## src/rtl/uart_pkg.sv

```systemverilog
// Shared constants and state type for the buffered UART transmitter.
// Frame shape is 8N1 with an idle-high line.
package uart_pkg;

  typedef enum logic [1:0] {
    IDLE,
    START,
    DATA,
    STOP
  } tx_state_e;

  localparam int   DATA_BITS  = 8;
  localparam int   STOP_BITS  = 1;
  localparam logic IDLE_LEVEL = 1'b1;

endpackage

```

## src/rtl/uart_tx_fifo_if.sv

```systemverilog
// Byte push handshake between game logic and the UART transmitter.
// A push happens on a clk edge where tx_valid and tx_ready are both high.
interface uart_tx_fifo_if;

  logic [7:0] tx_data;
  logic       tx_valid;
  logic       tx_ready;

  modport master (
    output tx_data,
    output tx_valid,
    input  tx_ready
  );

  modport slave (
    input  tx_data,
    input  tx_valid,
    output tx_ready
  );

endinterface

```

## src/rtl/sync_fifo.sv

```systemverilog
// Single-clock FIFO with registered storage and a show-ahead read port.
// Push when full and pop when empty are ignored, so count never overflows.
module sync_fifo #(
  parameter int WIDTH = 8,
  parameter int DEPTH = 8
) (
  input  logic                   clk,
  input  logic                   reset,
  input  logic                   push,
  input  logic [WIDTH-1:0]       wdata,
  input  logic                   pop,
  output logic [WIDTH-1:0]       rdata,
  output logic [$clog2(DEPTH):0] count,
  output logic                   full,
  output logic                   empty
);

  localparam int AW = $clog2(DEPTH);

  logic [WIDTH-1:0] mem_q [DEPTH];
  logic [AW-1:0]    wr_q, wr_d;
  logic [AW-1:0]    rd_q, rd_d;
  logic [AW:0]      count_q, count_d;
  logic             push_ok, pop_ok;

  assign full    = (count_q == (AW+1)'(DEPTH));
  assign empty   = (count_q == '0);
  assign push_ok = push & ~full;
  assign pop_ok  = pop & ~empty;
  assign rdata   = mem_q[rd_q];
  assign count   = count_q;

  always_comb begin
    wr_d    = wr_q;
    rd_d    = rd_q;
    count_d = count_q;
    if (push_ok) wr_d = wr_q + 1'b1;
    if (pop_ok)  rd_d = rd_q + 1'b1;
    unique case ({push_ok, pop_ok})
      2'b10:   count_d = count_q + 1'b1;
      2'b01:   count_d = count_q - 1'b1;
      default: count_d = count_q;
    endcase
  end

  always_ff @(posedge clk) begin
    if (reset) begin
      wr_q    <= '0;
      rd_q    <= '0;
      count_q <= '0;
    end else begin
      wr_q    <= wr_d;
      rd_q    <= rd_d;
      count_q <= count_d;
    end
  end

  always_ff @(posedge clk) begin
    if (push_ok) mem_q[wr_q] <= wdata;
  end

endmodule

```

## src/rtl/uart_tx_fifo.sv

```systemverilog
// Buffered 8N1 UART transmitter: FIFO front end, FSM-driven serializer.
// RsTx is registered from the current state, one cycle behind it.
module uart_tx_fifo
  import uart_pkg::*;
#(
  parameter int CLKS_PER_BIT = 10417,
  parameter int FIFO_DEPTH   = 8
) (
  input  logic                        clk,
  input  logic                        reset,
  uart_tx_fifo_if.slave               tx_if,
  output logic                        RsTx,
  output logic                        busy,
  output logic [$clog2(FIFO_DEPTH):0] fifo_count
);

  localparam int BW = $clog2(CLKS_PER_BIT);
  localparam int IW = $clog2(DATA_BITS);

  tx_state_e     state_q, state_d;
  logic [BW-1:0] baud_q, baud_d;
  logic [IW-1:0] bit_q, bit_d;
  logic [7:0]    shift_q, shift_d;
  logic          tx_q, tx_d;

  logic       pop;
  logic       full, empty;
  logic [7:0] head;
  logic       baud_last;

  sync_fifo #(
    .WIDTH (8),
    .DEPTH (FIFO_DEPTH)
  ) u_fifo (
    .clk   (clk),
    .reset (reset),
    .push  (tx_if.tx_valid),
    .wdata (tx_if.tx_data),
    .pop   (pop),
    .rdata (head),
    .count (fifo_count),
    .full  (full),
    .empty (empty)
  );

  assign tx_if.tx_ready = ~full;
  assign baud_last = (baud_q == BW'(CLKS_PER_BIT-1));
  assign busy = (state_q != IDLE) | ~empty;
  assign RsTx = tx_q;

  always_comb begin
    state_d = state_q;
    baud_d  = baud_q + 1'b1;
    bit_d   = bit_q;
    shift_d = shift_q;
    pop     = 1'b0;
    unique case (state_q)
      IDLE: begin
        baud_d = '0;
        if (!empty) begin
          pop     = 1'b1;
          shift_d = head;
          state_d = START;
        end
      end
      START: begin
        if (baud_last) begin
          baud_d  = '0;
          bit_d   = '0;
          state_d = DATA;
        end
      end
      DATA: begin
        if (baud_last) begin
          baud_d  = '0;
          shift_d = shift_q >> 1;
          bit_d   = bit_q + 1'b1;
          if (bit_q == IW'(DATA_BITS-1)) begin
            bit_d   = '0;
            state_d = STOP;
          end
        end
      end
      STOP: begin
        if (baud_last) begin
          baud_d = '0;
          bit_d  = bit_q + 1'b1;
          // Chain straight into the next start bit for a gapless stream.
          if (bit_q == IW'(STOP_BITS-1)) begin
            bit_d   = '0;
            state_d = IDLE;
            if (!empty) begin
              pop     = 1'b1;
              shift_d = head;
              state_d = START;
            end
          end
        end
      end
      default: state_d = IDLE;
    endcase
  end

  always_comb begin
    tx_d = IDLE_LEVEL;
    unique case (state_q)
      START:   tx_d = ~IDLE_LEVEL;
      DATA:    tx_d = shift_q[0];
      default: tx_d = IDLE_LEVEL;
    endcase
  end

  always_ff @(posedge clk) begin
    if (reset) begin
      state_q <= IDLE;
      baud_q  <= '0;
      bit_q   <= '0;
      shift_q <= '0;
      tx_q    <= IDLE_LEVEL;
    end else begin
      state_q <= state_d;
      baud_q  <= baud_d;
      bit_q   <= bit_d;
      shift_q <= shift_d;
      tx_q    <= tx_d;
    end
  end

endmodule

```

## src/flat_wrapper.sv

```systemverilog
// flat-port wrapper written by rule: the top's interface ports become plain ports
module uart_tx_fifo_flat import uart_pkg::*;
#(
  parameter int CLKS_PER_BIT = 10417,
  parameter int FIFO_DEPTH   = 8
)
  (clk, reset, RsTx, busy, fifo_count, tx_if_tx_data, tx_if_tx_valid, tx_if_tx_ready);
  uart_tx_fifo_if tx_if_i ();
  input  logic clk;
  input  logic reset;
  output logic RsTx;
  output logic busy;
  output logic [$clog2(FIFO_DEPTH):0] fifo_count;
  input wire logic [$bits(tx_if_i.tx_data)-1:0] tx_if_tx_data;
  input wire logic [$bits(tx_if_i.tx_valid)-1:0] tx_if_tx_valid;
  output wire logic [$bits(tx_if_i.tx_ready)-1:0] tx_if_tx_ready;
  assign tx_if_i.tx_data = tx_if_tx_data;
  assign tx_if_i.tx_valid = tx_if_tx_valid;
  assign tx_if_tx_ready = tx_if_i.tx_ready;
  uart_tx_fifo #(.CLKS_PER_BIT(CLKS_PER_BIT), .FIFO_DEPTH(FIFO_DEPTH)) u_core (.clk(clk), .reset(reset), .tx_if(tx_if_i), .RsTx(RsTx), .busy(busy), .fifo_count(fifo_count));
endmodule
```

## config.mk

```make
export PLATFORM = sky130hd
export DESIGN_NAME = uart_tx_fifo_flat
export DESIGN_NICKNAME = d
export VERILOG_FILES = /design/src/rtl/uart_pkg.sv /design/src/rtl/uart_tx_fifo_if.sv /design/src/rtl/sync_fifo.sv /design/src/rtl/uart_tx_fifo.sv /design/src/flat_wrapper.sv
export SDC_FILE = /design/constraint.sdc
export NUM_CORES = 1
export LEC_CHECK = 0
export ABC_CLOCK_PERIOD_IN_PS = 8000
export CAP_MARGIN = 20
export CORE_AREA = 2 2 77 153
export CTS_CLUSTER_DIAMETER = 120
export DETAILED_ROUTE_END_ITERATION = 12
export DIE_AREA = 0 0 79 155
export PLACE_DENSITY = 0.57
export SLEW_MARGIN = 15
export SYNTH_ARGS = -nofsm -noshare
export SYNTH_HDL_FRONTEND = slang
export SYNTH_SLANG_ARGS = --single-unit
export TNS_END_PERCENT = 1
```

## constraint.sdc

```tcl
create_clock -name clk -period 8 [get_ports clk]
set_input_delay 0.8 -clock clk [delete_from_list [all_inputs] [get_ports clk]]
set_output_delay 0.8 -clock clk [all_outputs]
set_load 0.01 [all_outputs]
```

---- After elaboration in Yosys (flattened, before gate mapping) ----
Memory sizes are Yosys's and may differ from the RTL's. A register that Yosys moved wholly into a read port is not among the register bits.
Index checks and enable logic that the tools add are counted.
storage, ports and cells
  output and inout port bits .............. 7
  bits in registers ....................... 38
  input bits .............................. 11
  memories kept ........................... 1
  RAM bits ................................ 64
  word-level logic and storage cells ...... 76
memory list
  memory               words  width  rd ports  clocked after memory_dff  wr ports  line             source
  u_core.u_fifo.mem_q  8      8      1         1                         1         sync_fifo.sv:20  logic [WIDTH-1:0] mem_q [DEPTH];
cells by class
  bitwise gates (word level) .............. 5
  equality and inequality tests ........... 14
  add/sub/neg operators ................... 6
  multiplexer cells ....................... 31
  reduce and logical (&&, ||, !) cells .... 11
operators with widths
  operator                 count
  $mux W8                  4
  $pmux W14 S2             1
  $pmux W8 S3              1
  $mux W3                  7
  $add A14 B1 Y14 const B  1
  $eq A14 B14 Y1 const B   1
  $mux W14                 1
  $mux W2                  6
  $ne A2 B1 Y1 const B     5
  $add A3 B1 Y3 const B    3
  $pmux W3 S3              1
  $pmux W2 S4              1
  $pmux W4 S2              1
  $reduce_and A4 Y1        2
  $eq A2 B2 Y1 const B     3
  $mux W1                  6
  $reduce_and A6 Y1        1
  $reduce_bool A3 Y1       2
  $add A4 B1 Y4 const B    1
  $eq A2 B1 Y1 const B     2
  $eq A4 B4 Y1 const B     1
  $logic_not A4 Y1         1
  $pmux W1 S2              2
  $reduce_bool A2 Y1       2
  9 further kinds          11

---- Longest topological paths before layout ----
Gate-level depths: netlist (run 1).
  depth in word-level cells ............... 8
  mapped depth ............................ 13
  mapped depth without buffers ............ 13

---- Hierarchy ----
From an unflattened synthesis (run 1), not the netlist that was laid out.
unflattened totals
  cells, all modules ...................... 339
  area, all modules ....................... 4717.0 sq um
by module, submodules not included
  module        times used  cells each  area each (sq um)  sequential area each (sq um)
  sync_fifo     1           167         3151.8             2182.1
  uart_tx_fifo  1           172         1565.3             560.5

---- Least setup slack after synthesis (run 1) ----
No wires, ideal clock.
  path type ............................... reg2reg
  from .................................... reg u_core.baud_q[9]
  to ...................................... reg u_core.u_fifo.count_q[2] (netlist: u_core.u_fifo.count[2])
  slack ................................... 4.989 ns
  period minus slack after synthesis ...... 3.011 ns
  data required time ...................... 7.929 ns
  library setup time ...................... 0.071 ns
  buffers on the path ..................... 0
  stages on the path, launching flop included .. 12
  arrival time ............................ 2.940 ns
  path through ............................ dfxtp_1 > or4_1 > nor4_1 > a31oi_1 > nor3_2 > ha_1 > xor2_1 > ha_1 > a21oi_1 > xor2_1 > or3_1 > a21oi_1
on the way
  word-level cells in the longest chain between the ends .. 6
  elaborated cells on any way between the ends .. 8
  classes of those cells .................. eq/ne (3); mux (3); bitwise (1); reduce/logical (1)
ends and longest elaborated chain
  element                                            line                 source
  from (decl)                                        uart_tx_fifo.sv:21   logic [BW-1:0] baud_q, baud_d;
  from (signal assigned)                             uart_tx_fifo.sv:122  baud_q <= baud_d;
  $eq A14 B14 Y1 *                                   uart_tx_fifo.sv:47   assign baud_last = (baud_q == BW'(CLKS_PER_BIT-1));
  $mux W1 *                                          uart_tx_fifo.sv:85   if (baud_last) begin
  $pmux W1 S2 *                                      uart_tx_fifo.sv:57   unique case (state_q)
  $and A1 B1 Y1 *                                    sync_fifo.sv:29      assign pop_ok = pop & ~empty;
  named net u_core.u_fifo.pop_ok                     sync_fifo.sv:24      logic push_ok, pop_ok;
  $eq A2 B1 Y1 or $eq A2 B2 Y1 (tied branches)       sync_fifo.sv:39      unique case ({push_ok, pop_ok})
  $pmux W4 S2 or $reduce_bool A2 Y1 (tied branches)  -
  to (signal assigned)                               sync_fifo.sv:54      count_q <= count_d;
  to (decl)                                          sync_fifo.sv:23      logic [AW:0] count_q, count_d;
The timed path passes the listed nets; every way through them passes the cells marked *.
A chain may end at the register's enable or synchronous reset.

---- Final worst setup path (run 1) ----
Ends and elaborated chain as after synthesis.

==> results of run 1 <==
[layer usage]
layer / track usage, % / vias up / wire (um)
li1: - / 1383 / -
met1: 17.7 / 1345 / 3520
met2: 25.5 / 32 / 4370
met3: 2.67 / 9 / 198
met4: 6.57 / 0 / 154
met5: 0 / - / 0
[flip-flops by register name, indices dropped and copies added, names as in the netlist, named ones only]
signal / cells
u_core.RsTx: 1
u_core.baud_q: 14
u_core.bit_q: 3
u_core.shift_q: 8
u_core.state_q: 2
u_core.u_fifo.count: 4
u_core.u_fifo.mem_q: 64
u_core.u_fifo.rd_q: 3
u_core.u_fifo.wr_q: 3
[synth_stat cells (2+ instances only)]
library cell and n:
a221oi_1 2, mux4_2 2, o22ai_1 6, inv_1 9, buf_1 4, or2_2 2
nand3b_1 2, nor2_1 36, nor4_1 2, a22oi_1 2, clkbuf_1 6, mux2_2 14
a211oi_1 6, or4_1 2, nor3_1 19, o21ai_0 3, a2111oi_0 2, nand2_1 18
xnor2_1 5, dfxtp_1 41, edfxtp_1 64, and3_2 2, xor2_1 12, ha_1 15
nand3_1 11, a21oi_1 13, mux2i_1 22, a22o_1 6, nand2b_1 11, nor2b_1 6
[power groups by stage]
stage	Combinational [mW]	Clock (mW)	Sequential (mW)
final	0.579	0.442	0.671
after detailed placement	0.583	0	0.683
after global placement	0.568	0	0.680
after global routing	0.641	0.478	0.678
after CTS	0.586	0.453	0.671
after floorplan	0.438	0	0.676
[cell usage in the layout, fill, tap and decap left out, drive strengths merged, types with 3 or more instances in the layout]
master	instances
clkdlybuf4s50	17
o22ai	6
buf	3
dfxtp	41
mux2	15
nand3	11
clkbuf	9
nor2	36
o21ai	4
nor3	20
nand2	19
xnor2	5
nor2b	6
a22o	6
nand2b	11
ha	15
edfxtp	64
inv	15
mux2i	22
or4	3
a211oi	7
xor2	12
a21oi	13
[cell type report]
cell class | instances | area, um^2 | area share, %
repair buffers | 20 | 193 | 3.72
clock buffers | 9 | 225 | 4.34
clock inverters | 7 | 83.8 | 1.62
multi-input cells | 240 | 1730 | 33.3
well taps | 142 | 178 | 3.43
flip-flops and latches | 105 | 2740 | 52.9
inverters | 9 | 33.8 | 0.652
[worst paths after layout]
path / cells past startpoint / slack (ps) / startpoint / endpoint
setup / recovery: 11 / 4560 / u_core.baud_q[9] / u_core.u_fifo.count[2]
hold / removal: 2 / 470 / u_core.shift_q[2] / u_core.shift_q[1]
setup reg to reg: 11 / 4560 / u_core.baud_q[9] / u_core.u_fifo.count[2]
hold reg to reg: 2 / 470 / u_core.shift_q[2] / u_core.shift_q[1]
[cells by family (layout without fill, tap and decap cells)]
family,count (synthesis),in the layout,share of synthesized area (%)
multiplexers,39,39,9.55
XOR/XNOR,17,17,3.27
adder cells (fa/ha/maj),15,15,4.13
flip-flops,105,105,60.3
buffers and inverters,20,45,1.68
AO/OA/AOI/OAI,50,50,7.90
AND/OR/NAND/NOR,119,119,13.2
[worst reg2reg max path: stages, from the launching register on]
cell	delay [ps]
dfxtp_1	350
or4_1	530
nor4_1	480
a31oi_1	250
nor3_2	410
ha_1	320
xor2_1	180
ha_1	170
a21oi_1	50
xor2_1	170
or3_1	310
a21oi_1	140
==> summary.txt, run 1 <==
Layout
  • Share of layout cells above drive strength 1: between 10% and 20%
  • ANT cells: 0
  • Number of nets in the layout: just over 400
  • Final Instance Count excl. Fillers: around 530
  • Fin area: slightly above 5000 um^2
  • Fillers: ~1000
  • Fin util: between 40% and 50%
  • Area Overhead vs Synth: 14.0%

Clock tree
  • Clock Root Buffer: clkbuf_16
  • CTS tree: done
  • Number of hold buffers added after cts: 0
  • Skew-Pair Late Insertion Delay: ~350 ps
  • CTS clk-pin slew, worst paths: about 70 ps
  • Postcts setup bufs: 0
  • # clock sinks: 105
  • Cts repair resizes: 0
  • Clk buf depth: 2
  • H-tree depth: 3
  • TritonCTS Buffers: 9

Detailed routing
  • Detailed-route via count: roughly 2800
  • Pre-Repair DR Iteration Count: 4
  • Total routed wirelength: ~8.2 mm
  • Starting DRT DRC Count: about 90
  • DRT antenna net count: 0
  • DRC Markers: 0
  • WL/cell: about 15 um
  • DR vias/cell: about 5.2

Power
  • PwrDens: 326 nW/um^2
  • Pwr Total: approximately 1.7 mW
  • Combinational share of power: about 34%
  • Pleak: roughly 1.8 nW
  • Sw Share: between 30% and 40%
  • Clk network pwr share: between 20% and 30%
  • Sequential group share of total power: 39.6%
  • Pint: approximately 1.1 mW
  • Peak supply drop: around 0.24 mV
  • P_sw: roughly 0.57 mW

Synthesis
  • Mapped Avg Cell Area: roughly 12 um^2
  • Synth area leader: edfxtp_1
  • Synth top area share: a little over two fifths
  • Ys async rst share: 0%
  • Mapped Area: 4550 um^2
  • Ys Warns: 0
  • Synthesis-stage register bit count: about 110
  • Unique masters post-synth: 50
  • Post-synth EDFFs: 64
  • Register area share after synthesis: roughly three fifths
  • Largest cells by area after synthesis: edfxtp_1 42%, dfxtp_1 18%, mux2i_1 4.8%, ha_1 4.1%, mux2_2 3.5%
  • Mapped Cells: 365
  • Synth Net Count: 391
  • Top FF cell, synth: edfxtp_1

Timing
  • RSZ-0062 raised after global routing: false
  • Setup WS post-layout: roughly 4600 ps
  • Setup violations, final: 0
  • Max_slew headroom: 28.5%
  • Clock Skews: a little under 9 ps
  • Total negative setup slack: 0 ps
  • Final hold vios: 0
  • Slew Limit Fails: 0
  • Period utilization: approximately 43%
  • F_max: a little under 300 MHz
  • Tmin final: ~3400 ps
  • Worst slew pin tran: about 1100 ps
  • Worst hold margin: ~470 ps

Placed design
  • PortBufs: 17
  • Post-DP HPWL: between 5 and 6 mm
  • Post-Place Cell Area: 4870 um^2
  • Dpl ws: 4600 ps
  • Routability cong.: 0.774
  • Placed Instances: 516

Die
  • IO Pins: 18
  • Die H: around 160 um
  • Floorplan row count: 55
  • Chip Width: 79 um
  • Initial Utilization: about two fifths
  • Die ar.: between 10000 and 15000 um^2
  • Core Area: ~11000 um^2

Worst hold path
  • Type of the most critical hold path: reg2reg

Critical path
  • Buf/Inv on CP: 0
  • Crit-path max FO: 5
  • Slowest CP cell: or4_1
  • Worst EP required: slightly above 8000 ps
  • Worst path top cell family by delay: simple AND/OR/NAND/NOR gates
  • Startpoint class of the critical path: flop
  • CP peak stage delay: 530 ps
  • Crit Path Class: reg2reg
  • Crit path cell chain: or4_1 > nor4_1 > a31oi_1 > nor3_2 > ha_1 > xor2_1 > ha_1 > a21oi_1 > xor2_1 > or3_1 > a21oi_1
  • Critical path data arrival time: around 3700 ps
  • Crit path capture type: flop

Global routing
  • GRT Total Usage: between 10% and 20%
  • Vias in the first global route: around 2900
  • First-pass GRT wire length: ~14 mm
  • Largest net degree at the start of global routing: 31
  • Overflow after GRT: 0
  • Initial antenna violation count: 0

Run
  • MaxCap Viol Count: 0

Outcome
  • Outcome: complete, no violations
(Power assumes the default switching activity.)
==> run 2, diff against run 1 <==
Settings changed: ABC_CLOCK_PERIOD_IN_PS 8000 to 3100, PLACE_DENSITY 0.57 to 0.6.
Clock period 8 ns to 3.1 ns, I/O delays scaled along.
==> run 2 against run 1 <==
Hold slack got worse by 2.3 ps. First-iteration DRC count decreased by 9.9%. Non-clock buffer count increased by 6. Setup slack got worse by 4300 ps. Sequential power increased to 2.6 times the previous value. Clock-buffer cell count unchanged. Clock power increased to 2.6 times the previous value. Combinational power increased to 2.6 times the previous value. Final cell count increased by 1.1%. Sequential share of layout area decreased by 0.54 points. Final area increased by 1.0%. Utilization increased by 0.48 points. Largest power group unchanged. Highest routed layer unchanged.
==> summary.txt, run 2 (synthesis results as in run 1) <==
Detailed routing
  • Total routed wirelength: 8.51 mm (+3.3%)
  • WL/cell: 15.8 um (+2.2%)
  • DR vias/cell: 5.29 (+1.7%)
  • DRT met1 WL: 3.57 mm (+1.4%)
  • DRT antenna net count: 0 (unchanged)
  • Starting DRT DRC Count: 82 (-9.9%)
  • Pre-Repair DR Iteration Count: 4 (unchanged)
  • Routed wl met3: 149 um (-25%)
  • Detailed-route via count: 2847 (+2.8%)
  • Uppermost layer routed: met4
  • DRC Markers: 0 (unchanged)
  • Metal2 WL: 4.58 mm (+4.9%)

Die
  • Floorplan row count: 55 (unchanged)
  • IO Pins: 18 (unchanged)
  • Die ar.: 12200 um^2 (unchanged)
  • Die H: 155 um (unchanged)
  • Chip Width: 79 um (unchanged)
  • Core Area: 11100 um^2 (unchanged)
  • Initial Utilization: 40.8% (unchanged)

Critical path
  • Crit path capture type: flop
  • Critical path data arrival time: 3150 ps (-540 ps)
  • Crit-path max FO: 5 (unchanged)
  • FF-to-FF path depth: 11 (unchanged)
  • Worst EP required: 3380 ps (-4870 ps)
  • Startpoint class of the critical path: flop
  • Crit Path Class: reg2reg

Clock tree
  • Number of hold buffers added after cts: 0 (unchanged)
  • H-tree depth: 3 (unchanged)
  • Clock Root Buffer: clkbuf_16
  • Clk buf depth: 2 (unchanged)
  • CTS clk-pin slew, worst paths: 80 ps (about the same)
  • CTS tree: done
  • # clock sinks: 105 (unchanged)
  • TritonCTS Buffers: 9 (unchanged)
  • Postcts setup bufs: 0 (unchanged)
  • Skew-Pair Late Insertion Delay: 360 ps (about the same)

Timing
  • Clock Skews: 8.31 ps (-0.545 ps)
  • Max_slew headroom: 36.7% (+8.2 points)
  • F_max: 349 MHz (+20%)
  • Worst hold margin: 463 ps (-2.34 ps)
  • Worst slew pin tran: 950 ps (-119 ps)
  • Setup WS post-layout: 237 ps (-4330 ps)
  • Slew Limit Fails: 0 (unchanged)
  • Setup violations, final: 0 (unchanged)
  • Period utilization: 92.4% (+49 points)
  • Tmin final: 2860 ps (-574 ps)
  • Final hold vios: 0 (unchanged)

Global routing
  • GRT Total Usage: 15.0% (+0.21 points)
  • Vias in the first global route: 2880 (-0.72%)
  • First-pass GRT wire length: 14.2 mm (+1.8%)
  • Overflow after GRT: 0 (unchanged)
  • Initial antenna violation count: 0 (unchanged)
  • Largest net degree at the start of global routing: 31 (unchanged)

Placed design
  • Post-DP HPWL: 6.15 mm (+4.2%)
  • Dpl ws: 161 ps (-4430 ps)
  • PortBufs: 17 (unchanged)
  • Routability cong.: 0.759 (-1.9%)

Worst hold path
  • Min-Delay Path Depth: 2 (unchanged)
  • Type of the most critical hold path: reg2reg

Layout
  • Area Overhead vs Synth: 15.2%
  • ANT cells: 0 (unchanged)
  • Share of layout cells above drive strength 1: 13.4% (+1.6 points)
  • Most frequent cells in the layout: 64 x edfxtp_1, 41 x dfxtp_1, 36 x nor2_1
  • Max FFs per register: 64 (unchanged)
  • Most common cell after layout, fill and taps aside: edfxtp_1
  • Number of nets in the layout: 417 (+1.5%)
  • Fin util: 47.0% (+0.48 points)
  • Largest regs: u_core.u_fifo.mem_q: 64 flops, u_core.baud_q: 14 flops, u_core.shift_q: 8 flops
  • Top reg by flops: u_core.u_fifo.mem_q

Run
  • MaxCap Viol Count: 0 (unchanged)

Power
  • Pwr Total: 4.40 mW (+160%)
  • Pleak: 1.78 nW (+1.8%)
  • PwrDens: 840 nW/um^2 (+160%)
  • Peak supply drop: 0.396 mV (+63%)

Outcome
  • Outcome: complete, no violations
==> run 2: changes by cell type in the layout (fill, tap and decap cells not counted) <==
| cell | delta |
|---|---|
| nor4_1 | -1 |
| inv_8 | -2 |
| inv_6 | +1 |
| nor4_2 | +1 |
| buf_4 | +6 |
| clkinv_8 | +1 |
==> run 2: worst max-delay path, cell delays in order (launching register included) <==
cell,delay (ps)
dfxtp_1,350
or4_1,550
nor4_2,210
a31oi_1,180
nor3_2,230
ha_1,280
xor2_1,170
ha_1,160
a21oi_1,50
xor2_1,160
or3_1,300
a21oi_1,160
==> run 2: per-stage QoR <==
| stage | instances | area [um^2] | setup TNS, ps |
|---|---|---|---|
| after detailed placement | 522 | 4920 | 0 |
| after CTS | 538 | 5230 | 0 |
| after global routing | 538 | 5240 | -14.0 |
| final | 538 | 5240 | 0 |
| after global placement | 522 | 4920 | 0 |
| after floorplan | 365 | 4550 | 0 |
==> run 2: power by group <==
group          leakage [nW]  switching (mW)  internal [mW]
clock network         0.152           0.572          0.584
registers             0.915           0.107           1.62
logic                 0.718           0.806          0.707
total                  1.78            1.48           2.92
==> run 2: metal layers <==
layer,vias up,track usage (%)
met5,-,0
met4,0,8.13
li1,1397,-
met1,1407,17.7
met2,30,26.0
met3,13,1.80
==> run 2: final timing paths <==
check | start | end | slack (ps)
setup / recovery | u_core.baud_q[9] | u_core.u_fifo.count[2] | 240
setup reg to reg | u_core.baud_q[9] | u_core.u_fifo.count[2] | 240
hold / removal | u_core.shift_q[3] | u_core.shift_q[2] | 460
hold reg to reg | u_core.shift_q[3] | u_core.shift_q[2] | 460
==> run 2: cell type report <==
type / count / area [um^2]
Timing Repair Buffer: 26 / 238
Tap cell: 142 / 178
Clock buffer: 9 / 225
Clock inverter: 7 / 86.3
Sequential cell: 105 / 2740
Fill cell: 1028 / 5910
Multi-Input combinational cell: 240 / 1730
Inverter: 9 / 33.8
==> run 2: timing repair <==
action / 4_1_cts / 5_1_grt
endpoints found under the hold margin: 0 / 0
setup endpoints to repair: 0 / 1
resized for setup: 0 / 1
==> run 3, diff against run 2 <==
Settings changed: ABC_CLOCK_PERIOD_IN_PS 3100 to 2400.
Clock period 3.1 ns to 2.4 ns, I/O delays scaled along.
==> run 3 against run 2 <==
The flow now finishes with violations (negative setup slack). Global-route usage grew 0.60 points. Clock skew is essentially flat. Sequential power grew 28%. Sequential share of layout area shrank 2.8 points. First-iteration DRC count grew 34%. Die area is the same. Hold slack gained 0.52 ps. Setup slack lost 500 ps. Power grew 35%. Sequential cell count is the same. Final area grew 5.7%. Critical endpoint unchanged.
==> summary.txt, run 3 (synthesis results as in run 1) <==
Power
  • Peak supply drop: 0.513 mV (+30%)
  • Pwr Total: 5.94 mW (+35%)
  • PwrDens: 1070 nW/um^2 (+28%)
  • Pleak: 1.96 nW (+9.9%)

Layout
  • Fin util: 49.7% (+2.7 points)
  • Fin area: 5540 um^2 (+5.7%)
  • Fillers: 1000 (-2.7%)
  • Max FFs per register: 64 (unchanged)
  • Area Overhead vs Synth: 21.8%
  • Top reg by flops: u_core.u_fifo.mem_q
  • Number of nets in the layout: 452 (+8.4%)
  • Largest regs: u_core.u_fifo.mem_q: 64 flops, u_core.baud_q: 14 flops, u_core.shift_q: 8 flops
  • Most common cell after layout, fill and taps aside: edfxtp_1
  • ANT cells: 0 (unchanged)
  • Most frequent cells in the layout: 64 x edfxtp_1, 44 x buf_4, 40 x dfxtp_1
  • Share of layout cells above drive strength 1: 21.6% (+8.2 points)

Clock tree
  • Number of hold buffers added after cts: 0 (unchanged)
  • Skew-Pair Late Insertion Delay: 350 ps (about the same)
  • CTS tree: done
  • Clk buf depth: 2 (unchanged)
  • TritonCTS Buffers: 9 (unchanged)
  • Clock Root Buffer: clkbuf_16
  • CTS clk-pin slew, worst paths: 80 ps (about the same)
  • # clock sinks: 105 (unchanged)
  • Postcts setup bufs: 0 (unchanged)
  • H-tree depth: 3 (unchanged)

Die
  • Initial Utilization: 40.8% (unchanged)
  • IO Pins: 18 (unchanged)
  • Chip Width: 79 um (unchanged)
  • Die H: 155 um (unchanged)
  • Die ar.: 12200 um^2 (unchanged)
  • Core Area: 11100 um^2 (unchanged)
  • Floorplan row count: 55 (unchanged)

Global routing
  • Vias in the first global route: 3069 (+6.6%)
  • Largest net degree at the start of global routing: 30 (-3.2%)
  • Overflow after GRT: 0 (unchanged)
  • Initial antenna violation count: 0 (unchanged)
  • GRT Total Usage: 15.6% (+0.60 points)
  • First-pass GRT wire length: 14.8 mm (+4.5%)

Detailed routing
  • DR vias/cell: 5.17 (-2.2%)
  • Starting DRT DRC Count: 110 (+34%)
  • Detailed-route via count: 2964 (+4.1%)
  • DRC Markers: 0 (unchanged)
  • WL/cell: 15.4 um (-2.8%)
  • Pre-Repair DR Iteration Count: 4 (unchanged)
  • Total routed wirelength: 8.81 mm (+3.5%)
  • DRT antenna net count: 0 (unchanged)

Critical path
  • Worst EP required: 2680 ps (-700 ps)
  • Reg2Reg Setup Slack: -270 ps (-500 ps)
  • Crit path capture type: flop
  • Critical path data arrival time: 2950 ps (-200 ps)
  • Startpoint class of the critical path: flop
  • FF-to-FF path depth: 11 (unchanged)
  • Crit Path Class: reg2reg
  • Crit-path max FO: 2 (-3)

Placed design
  • Dpl ws: -368 ps (-530 ps)
  • Post-Place Cell Area: 5200 um^2 (+5.7%)
  • Routability cong.: 0.737 (-2.9%)
  • PortBufs: 17 (unchanged)
  • Post-DP HPWL: 6.37 mm (+3.6%)

Timing
  • Tmin final: 2670 ps (-196 ps)
  • Worst slew pin tran: 626 ps (-324 ps)
  • Clock Skews: 7.95 ps (-0.352 ps)
  • RSZ-0062 raised after global routing: true
  • Setup WS post-layout: -267 ps (-504 ps)
  • Final hold vios: 0 (unchanged)
  • F_max: 375 MHz (+7.4%)
  • Max_slew headroom: 58.2% (+22 points)
  • Setup violations, final: 2 (+2)
  • Worst hold margin: 464 ps (+0.522 ps)
  • Period utilization: 111% (+19 points)
  • Slew Limit Fails: 0 (unchanged)

Outcome
  • Failing checks: negative setup slack
  • Outcome: complete, but fails checks

Worst hold path
  • Type of the most critical hold path: reg2reg
  • Min-Delay Path Depth: 2 (unchanged)

Run
  • MaxCap Viol Count: 0 (unchanged)
## run 3: final cells by class
cell class / count / area (um^2) / share of cell area (%)
Tap cell: 142 / 178 / 3.21
Inverter: 9 / 33.8 / 0.610
Multi-Input combinational cell: 240 / 1770 / 31.9
Timing Repair Buffer: 61 / 500 / 9.04
Sequential cell: 105 / 2740 / 49.5
Clock buffer: 9 / 225 / 4.07
Clock inverter: 7 / 88.8 / 1.60
## run 3: metal layers
metal | routed length (um) | GRT usage [%] | vias to the layer above
met1 | 3770 | 18.3 | 1439
li1 | - | - | 1473
met2 | 4700 | 27.4 | 38
met5 | 0 | 0 | -
met3 | 164 | 3.13 | 14
met4 | 170 | 6.08 | 0
## run 3: where the power goes
| part | switching, mW | total [mW] | leakage [nW] | internal, mW |
|---|---|---|---|---|
| logic | 1.13 | 2.23 | 0.893 | 1.10 |
| registers | 0.113 | 2.21 | 0.916 | 2.10 |
| clock network | 0.737 | 1.49 | 0.153 | 0.756 |
## run 3: worst paths after layout
check / end / from
setup / recovery: u_core.u_fifo.count[2] / u_core.baud_q[12]
hold / removal: u_core.shift_q[1] / u_core.shift_q[2]
hold reg to reg: u_core.shift_q[1] / u_core.shift_q[2]
setup reg to reg: u_core.u_fifo.count[2] / u_core.baud_q[12]
## run 3: critical path: stages, from the launching register on
cell and delay (ps):
dfxtp_2 320, or4_4 540, nor4_4 190, a31oi_2 160, nor3_2 190, ha_2 220
xor2_1 160, ha_1 160, a21oi_1 50, xor2_1 150, or3_1 300, a21oi_1 150
## run 3: through the flow
| stage | std cells | setup TNS, ps |
|---|---|---|
| final | 573 | -429 |
| after global routing | 573 | -835 |
| after CTS | 573 | -496 |
| after detailed placement | 557 | -701 |
| after global placement | 557 | -470 |
| after floorplan | 365 | -729 |
## run 3: repair_timing
item | 4_1_cts | 5_1_grt
hold endpoints to repair | 0 | 0
setup endpoints to repair | 4 | 11
pin swaps | 1 | 4
gates resized for setup | 2 | 2
